`src/rtl/riscv_constants.sv`:
```
// Shared RISC-V pipeline constants: writeback select, LSU state encoding,
// load/store size codes and small helpers for byte-lane handling.
package riscv_constants;

    localparam int unsigned XLEN = 32;
    localparam int unsigned BE_W = XLEN / 8;

    typedef enum logic [1:0] {
        WB_SEL_ALU = 2'd0,
        WB_SEL_MEM = 2'd1,
        WB_SEL_PC4 = 2'd2,
        WB_SEL_IMM = 2'd3
    } wb_sel_e;

    typedef enum logic [1:0] {
        LSU_IDLE = 2'd0,
        LSU_REQ  = 2'd1,
        LSU_WAIT = 2'd2,
        LSU_DONE = 2'd3
    } lsu_state_e;

    localparam logic [2:0] F3_B  = 3'b000;
    localparam logic [2:0] F3_H  = 3'b001;
    localparam logic [2:0] F3_W  = 3'b010;
    localparam logic [2:0] F3_BU = 3'b100;
    localparam logic [2:0] F3_HU = 3'b101;

    // Request payload held stable on the memory port while mem_req is high.
    typedef struct packed {
        logic            we;
        logic [XLEN-1:0] addr;
        logic [BE_W-1:0] be;
        logic [XLEN-1:0] wdata;
    } lsu_mem_req_t;

    function automatic logic f3_legal(input logic [2:0] f3);
        logic ok;
        case (f3)
            F3_B, F3_H, F3_W, F3_BU, F3_HU: ok = 1'b1;
            default:                        ok = 1'b0;
        endcase
        return ok;
    endfunction

    // size is funct3[1:0]: 00 byte, 01 halfword, 10 word
    function automatic logic size_misaligned(input logic [1:0] size, input logic [1:0] off);
        logic bad;
        case (size)
            2'b01:   bad = off[0];
            2'b10:   bad = (off != 2'b00);
            default: bad = 1'b0;
        endcase
        return bad;
    endfunction

    function automatic logic [BE_W-1:0] byte_en(input logic [1:0] size, input logic [1:0] off);
        logic [BE_W-1:0] be;
        case (size)
            2'b00:   be = BE_W'(4'b0001 << off);
            2'b01:   be = BE_W'(4'b0011 << off);
            default: be = {BE_W{1'b1}};
        endcase
        return be;
    endfunction

    function automatic logic [XLEN-1:0] store_lanes(input logic [1:0] size, input logic [XLEN-1:0] data);
        logic [XLEN-1:0] lanes;
        case (size)
            2'b00:   lanes = {4{data[7:0]}};
            2'b01:   lanes = {2{data[15:0]}};
            default: lanes = data;
        endcase
        return lanes;
    endfunction

endpackage

```
`src/rtl/riscv_load_align.sv`:
```
// Combinational load extraction: picks the addressed byte/halfword out of
// the read word and sign- or zero-extends it to a full word.
module riscv_load_align
    import riscv_constants::*;
(
    input  logic [XLEN-1:0] rdata,
    input  logic [1:0]      offset,
    input  logic [2:0]      funct3,
    output logic [XLEN-1:0] word
);

    logic [XLEN-1:0] shifted;

    always_comb begin
        shifted = rdata >> {offset, 3'b000};
        word    = shifted;
        case (funct3)
            F3_B:    word = {{24{shifted[7]}}, shifted[7:0]};
            F3_BU:   word = {24'b0, shifted[7:0]};
            F3_H:    word = {{16{shifted[15]}}, shifted[15:0]};
            F3_HU:   word = {16'b0, shifted[15:0]};
            default: word = shifted;
        endcase
    end

endmodule

```
`src/rtl/riscv_lsu.sv`:
```
// Load/store unit: one outstanding access, word-aligned memory port with
// byte enables, misalignment abort and registered load result.
module riscv_lsu
    import riscv_constants::*;
#(
    parameter int unsigned WORD_LENGTH = 32
) (
    input  logic                   clk,
    input  logic                   rst,
    input  logic                   start,
    input  logic                   is_store,
    input  logic [2:0]             funct3,
    input  logic [WORD_LENGTH-1:0] addr,
    input  logic [WORD_LENGTH-1:0] wdata,
    output logic                   busy,
    output logic                   done,
    output logic [WORD_LENGTH-1:0] load_data,
    output logic                   misaligned,
    output logic                   mem_req,
    output logic                   mem_we,
    output logic [WORD_LENGTH-1:0] mem_addr,
    output logic [3:0]             mem_be,
    output logic [WORD_LENGTH-1:0] mem_wdata,
    input  logic                   mem_gnt,
    input  logic                   mem_rvalid,
    input  logic [WORD_LENGTH-1:0] mem_rdata
);

    lsu_state_e             state_q, state_d;
    lsu_mem_req_t           req_q, req_d;
    logic [1:0]             offset_q, offset_d;
    logic [2:0]             funct3_q, funct3_d;
    logic                   misaligned_q, misaligned_d;
    logic [WORD_LENGTH-1:0] load_data_q, load_data_d;
    logic [XLEN-1:0]        align_word;
    logic                   abort_c;

    riscv_load_align u_align (
        .rdata  (mem_rdata),
        .offset (offset_q),
        .funct3 (funct3_q),
        .word   (align_word)
    );

    assign abort_c = !f3_legal(funct3) || size_misaligned(funct3[1:0], addr[1:0]);

    always_ff @(posedge clk) begin
        if (rst) begin
            state_q      <= LSU_IDLE;
            req_q        <= '0;
            offset_q     <= 2'b00;
            funct3_q     <= 3'b000;
            misaligned_q <= 1'b0;
            load_data_q  <= '0;
        end else begin
            state_q      <= state_d;
            req_q        <= req_d;
            offset_q     <= offset_d;
            funct3_q     <= funct3_d;
            misaligned_q <= misaligned_d;
            load_data_q  <= load_data_d;
        end
    end

    always_comb begin
        state_d      = state_q;
        req_d        = req_q;
        offset_d     = offset_q;
        funct3_d     = funct3_q;
        misaligned_d = misaligned_q;
        load_data_d  = load_data_q;

        case (state_q)
            LSU_IDLE: begin
                if (start) begin
                    if (abort_c) begin
                        misaligned_d = 1'b1;
                        state_d      = LSU_DONE;
                    end else begin
                        req_d.we    = is_store;
                        req_d.addr  = {addr[WORD_LENGTH-1:2], 2'b00};
                        req_d.be    = byte_en(funct3[1:0], addr[1:0]);
                        req_d.wdata = store_lanes(funct3[1:0], wdata);
                        offset_d    = addr[1:0];
                        funct3_d    = funct3;
                        state_d     = LSU_REQ;
                    end
                end
            end
            LSU_REQ: begin
                if (mem_gnt) begin
                    state_d = req_q.we ? LSU_DONE : LSU_WAIT;
                end
            end
            LSU_WAIT: begin
                if (mem_rvalid) begin
                    load_data_d = align_word;
                    state_d     = LSU_DONE;
                end
            end
            LSU_DONE: begin
                misaligned_d = 1'b0;
                state_d      = LSU_IDLE;
            end
            default: state_d = LSU_IDLE;
        endcase
    end

    // busy rises combinationally with start so the pipeline stalls in the same cycle
    assign busy       = (state_q != LSU_IDLE) || start;
    assign done       = (state_q == LSU_DONE);
    assign misaligned = misaligned_q;
    assign load_data  = load_data_q;
    assign mem_req    = (state_q == LSU_REQ);
    assign mem_we     = (state_q == LSU_REQ) && req_q.we;
    assign mem_addr   = req_q.addr;
    assign mem_be     = req_q.be;
    assign mem_wdata  = req_q.wdata;

endmodule

```
`config.mk`:
```
export PLATFORM = sky130hd
export DESIGN_NAME = riscv_lsu
export DESIGN_NICKNAME = d
export VERILOG_FILES = /design/src/rtl/riscv_constants.sv /design/src/rtl/riscv_load_align.sv /design/src/rtl/riscv_lsu.sv
export SDC_FILE = /design/constraint.sdc
export NUM_CORES = 1
export LEC_CHECK = 0
export CAP_MARGIN = 40
export CORE_MARGIN = 5
export CORE_UTILIZATION = 46
export DETAILED_ROUTE_END_ITERATION = 10
export GPL_ROUTABILITY_DRIVEN = 0
export MAX_ROUTING_LAYER = met4
export PLACE_DENSITY_LB_ADDON = 0.15
export SYNTH_ARGS = -nofsm -noshare
export SYNTH_HDL_FRONTEND = slang
export SYNTH_SLANG_ARGS = --single-unit
```
`constraint.sdc`:
```
create_clock -name clk -period 2.6 [get_ports clk]
set_input_delay 0.39 -clock clk [delete_from_list [all_inputs] [get_ports clk]]
set_output_delay 0.39 -clock clk [all_outputs]
set_load 0.02 [all_outputs]
```
### Word level (Yosys, flattened, before mapping)

Cells that the tools add are included.

| storage, ports and cells | value |
|---|---|
| flip-flop bits (word level) | 107 |
| bits of input ports | 105 |
| output and inout bits | 105 |
| word-level logic and storage cells | 59 |

| cells by class | value |
|---|---|
| equal/unequal tests | 16 |
| shift operators | 3 |
| muxes and demuxes | 14 |
| bitwise operators | 1 |
| reductions and logical operators | 16 |

Operators with widths:

| operator | count |
|---|---|
| case mux 32 bit (4 select lines) | 1 |
| case mux 32 bit (2 select lines) | 1 |
| >> shifter 32 x 5 -> 32 bit | 1 |
| == test 3 bit, second input constant | 4 |
| AND reduction 3 bit | 3 |
| two-way mux 2 bit | 4 |
| case mux 2 bit (4 select lines) | 1 |
| case mux 4 bit (2 select lines) | 1 |
| == test 2 bit, second input constant | 3 |
| == test 3 x 1 -> 1 bit, second input constant | 2 |
| zero test 3 bit | 2 |
| inequality test 2 bit, second input constant | 3 |
| nonzero test 2 bit | 3 |
| OR reduction 5 bit | 1 |
| == test 2 x 1 -> 1 bit, second input constant | 2 |
| zero test 2 bit | 2 |
| two-way mux 1 bit | 4 |
| case mux 1 bit (2 select lines) | 2 |
| << shifter 1 x 2 -> 4 bit, first input constant | 1 |
| << shifter 2 x 2 -> 4 bit, first input constant | 1 |
| == test 3 x 2 -> 1 bit, second input constant | 1 |
| logical OR 1 bit | 2 |
| inequality test 2 x 1 -> 1 bit, second input constant | 1 |
| AND reduction 2 bit | 1 |
| 3 further kinds | 3 |

### Depth between registers and ports, before layout

Gate-level depths: netlist of the first run.

| depth | value |
|---|---|
| word-level depth | 8 |
| depth in mapped cells | 9 |
| mapped depth without buffers | 6 |

### Modules after synthesis

A second synthesis of the first run with hierarchy kept.

| second synthesis, totals | value |
|---|---|
| cells, all modules | 720 |
| area, all modules | 5,938.2 um2 |

By module, submodules not included:

| module | times used | cells each | area an instance (um2) |
|---|---|---|---|
| riscv_lsu | 1 | 613 | 5,243.8 |
| riscv_load_align | 1 | 107 | 694.4 |

### Worst setup path before layout of the first run

No wires, ideal clock.

| path | value |
|---|---|
| path kind | in2reg |
| start | input port funct3[1] |
| end | register req_q (netlist bit mem_wdata[13]) |
| library setup time | 0.072 ns |
| arrival | 1.996 ns |
| path slack | 0.532 ns |
| cell stages on the path | 8 |
| cells stage by stage | inv_1 > ha_1 > buf_2 > or2_4 > a31o_2 > nor3_4 > buf_6 > mux2i_1 |

| on the way | value |
|---|---|
| cells in the longest elaborated chain, start to end | 7 |
| elaborated cells between the ends (all ways) | 16 |

RTL lines:

| element | line | RTL |
|---|---|---|
| start, declared | riscv_lsu.sv:12 | `input logic [2:0] funct3,` |
| == test 3 x 1 -> 1 bit, or another cell as far along | riscv_constants.sv:38 | `case (f3)` |
| OR reduction 5 bit | riscv_constants.sv:38 |  |
| two-way mux 1 bit | riscv_constants.sv:38 |  |
| zero test 1 bit | riscv_lsu.sv:45 | `assign abort_c = !f3_legal(funct3) \|\| size_misaligned(funct3[1:0], addr[1:0]);` |
| logical OR 1 bit | riscv_lsu.sv:45 |  |
| inverter 1 bit (no line) | - |  |
| AND reduction 3 bit (no line) | - |  |
| end signal, assigned | riscv_lsu.sv:57 | `req_q <= req_d;` |
| end, declared | riscv_lsu.sv:30 | `lsu_mem_req_t req_q, req_d;` |

Several ways; a longest one is shown, not always the timed one.
A chain may end at the register's enable or synchronous reset.

### Worst setup path in the final report of the first run

| path | value |
|---|---|
| start | register state_q[0] |
| end | output port busy |

| on the way | value |
|---|---|
| cells in the longest elaborated chain, start to end | 2 |

RTL lines:

| element | line | RTL |
|---|---|---|
| start, declared | riscv_lsu.sv:29 | `lsu_state_e state_q, state_d;` |
| start signal, assigned | riscv_lsu.sv:56 | `state_q <= state_d;` |
| nonzero test 2 bit | riscv_lsu.sv:110 | `assign busy = (state_q != LSU_IDLE) \|\| start;` |
| logical OR 1 bit | riscv_lsu.sv:110 |  |
| end, declared | riscv_lsu.sv:15 | `output logic busy,` |

Every way passes these cells.

==> results of run 1 <==
==> synthesized netlist by cell type, types with 18 or more instances <==
cell type | instances | area [um2]
mux2i_1 | 31 | 310
a21oi_1 | 93 | 465
clkbuf_1 | 44 | 165
nor2_1 | 31 | 116
buf_4 | 73 | 548
nand4_1 | 45 | 282
dfxtp_1 | 107 | 2140
o31ai_1 | 45 | 338
nand2b_1 | 18 | 113
o21ai_0 | 20 | 100
a211oi_1 | 25 | 188
nand2_1 | 18 | 67.6
==> metrics by stage <==
stage	instances	setup TNS (ps)	setup slack, ps
detailed placement	955	-37.2	-37.2
floorplan	686	0	532
global placement	955	0	103
CTS	969	0	293
global route	969	0	208
finish	969	0	305
==> cell families (layout without fill, tap and decap cells) <==
kind of cell / after synthesis / after routing / synth area share
compound gates: 228 / 228 / 0.249
fa+ha+maj: 9 / 9 / 0.0192
mux: 40 / 40 / 0.0722
flops: 107 / 107 / 0.366
buf+inv: 150 / 261 / 0.150
simple gates: 150 / 150 / 0.143
other cells: 1 / 2 / 0.000641
==> metal layers <==
layer / vias up / global-route usage / part of all wire / wire (um)
met5: - / - / 0 / 0
li1: 2659 / - / - / -
met1: 2617 / 0.294 / 0.42 / 7440
met3: 26 / 0.0387 / 0.071 / 1270
met2: 233 / 0.385 / 0.49 / 8760
met4: 0 / 0.0840 / 0.022 / 384
==> worst max-delay path, cell delays in order (launching register included) <==
cell	delay (ps)
dfxtp_1	400
inv_1	100
ha_1	250
nand2b_1	140
clkdlybuf4s50_1	660
==> power groups by stage <==
stage / clock (mW) / combinational, mW / sequential [mW]
2_1_floorplan: 0 / 1.39 / 2.20
3_3_place_gp: 0 / 2.25 / 2.11
3_5_place_dp: 0 / 2.29 / 2.12
4_1_cts: 1.57 / 2.30 / 2.09
5_1_grt: 1.64 / 2.46 / 2.12
6_report: 1.54 / 2.30 / 2.09
==> final timing paths <==
kind	startpoint	to	slack [ps]	cells past startpoint
worst max register to register	offset_q[1]	load_data[27]	680	6
worst max-delay path	state_q[0]	busy	300	4
worst min register to register	load_data[6]	load_data[6]	460	2
worst min-delay path	load_data[6]	load_data[6]	460	2
==> area by class of cell <==
cell class,count,share of cell area
inverters,11,0.00519
clock inverters,5,0.0131
multi-input cells,429,0.360
well taps,172,0.0270
flip-flops and latches,107,0.269
clock buffers,9,0.0283
repair buffers,236,0.297
==> sequential cells by signal, summed over array words and instances (netlist names) <==
signal,flops
mem_addr,30
req_q,1
misaligned,1
offset_q,2
funct3_q,3
state_q,2
mem_be,4
mem_wdata,32
load_data,32
==> key figures, run 1 <==
Finish
  – Most common cell after layout, fill and taps aside: clkdlybuf4s50_1
  – Fill count: 1092
  – Most frequent cells in the layout: 206 x clkdlybuf4s50_1, 107 x dfxtp_1, 93 x a21oi_1
  – Final core utilization: 0.633
  – Area grow syn2layout: 35.9%
  – Final nets: 908
  – Diodes inserted: 0
  – Fraction of layout cells with a size suffix above 1: 0.0841
  – Multi-input gate area: 2870 um2
  – Final Cell Area: 7960 um2
  – Reg area: 2140 um2

Floorplanning
  – I/O pins: 210
  – Die area: 15100 um2
  – Core area: 12600 um2
  – Die W: 123 um
  – Initial Utilization: 0.466
  – DIE HEIGHT: 123 um
  – Row count: 41

Clock network
  – # hold bufs at CTS: 0
  – Clock Latency Late Sink: 350 ps
  – Clock buffer depth: 2
  – CTS Root Cell: clkbuf_16
  – CTS Buf Count: 9
  – CTS sink cnt: 107
  – Setup bufs post-CTS: 0
  – Htree depth: 3
  – CTS resizes: 0
  – CTS tree: done
  – Clock edge transition at the registers on the reported setup and hold paths: 70 ps

STA
  – Hold_ws: 455 ps
  – Max-slew headroom: 0.623
  – Slew @ Worst Pin: 566 ps
  – Period utilization: 0.883
  – Slew Limit Fails: 0
  – FMAX: 0.436 GHz
  – RSZ-0062 raised after global routing: no
  – Fin crit period: 2300 ps
  – Final Setup Violations: 0
  – Layout Skew: 5.38 ps
  – Final Hold Fails: 0

Detailed routing
  – Vias per cell: 5.71
  – Routed WL: 17.9 mm
  – Router iterations before antenna repair: 5
  – DRC: 0
  – DR iter-0 viols: 543
  – Vias: 5535
  – Antenna Nets Post-Route: 0
  – WL/cell: 18.4 um

Setup path
  – Crit path launch type: flip-flop
  – Critical Path AT: 1910 ps
  – Setup crit end kind: output port
  – CP max FO: 5
  – WS Path Type: flip-flop to output port
  – Required @ worst endpoint: 2210 ps

Power and ir drop
  – Switch Pwr: 2.04 mW
  – Pwr Total: 5.93 mW
  – Comb power frac: 0.388
  – Peak VDD IR: 0.308 mV
  – Leak: 2.78 nW
  – Internal: 3.88 mW
  – Power Density: 745 nW/um2
  – Clock power share: 0.260
  – Seq pwr share: 0.352
  – Switching share of power: 0.345

Logic synthesis
  – Synth Flop Type: dfxtp_1
  – Synth unique cells: 48
  – FFs w/ async S/R, synth: 0
  – Cells after synthesis: 685
  – Yosys reg bits: 107
  – Post-synth EDFFs: 0
  – Register area share after synthesis: 0.366
  – Cell area after synthesis: 5850 um2
  – Syn Area/Cell: 8.55 um2
  – Syn. warnings: 0

GRT
  – First-pass GRT wire length: 27.5 mm
  – Antenna violations before repair: 0
  – Grt ovf: 0
  – Vias in the first global route: 5428
  – Pin count of the biggest net entering global routing: 60
  – Total GRT Usage: 0.235

Status
  – Run status: finished, final reports clean

Place
  – I/O Buffers: 207
  – Final HPWL DP: 12.9 mm
  – Area post-placement: 7630 um2

Run
  – Max-cap viol count: 0

Hold path
  – Worst Hold Class: flip-flop to flip-flop
No activity file was read; power rests on OpenSTA's default activity.
==> run 2: changes to the inputs <==
- HOLD_SLACK_MARGIN: unset -> 0.15
- SLEW_MARGIN: unset -> 30
==> results of run 2 <==
No change in the layout: final DEF, timing and power equal those of run 1.
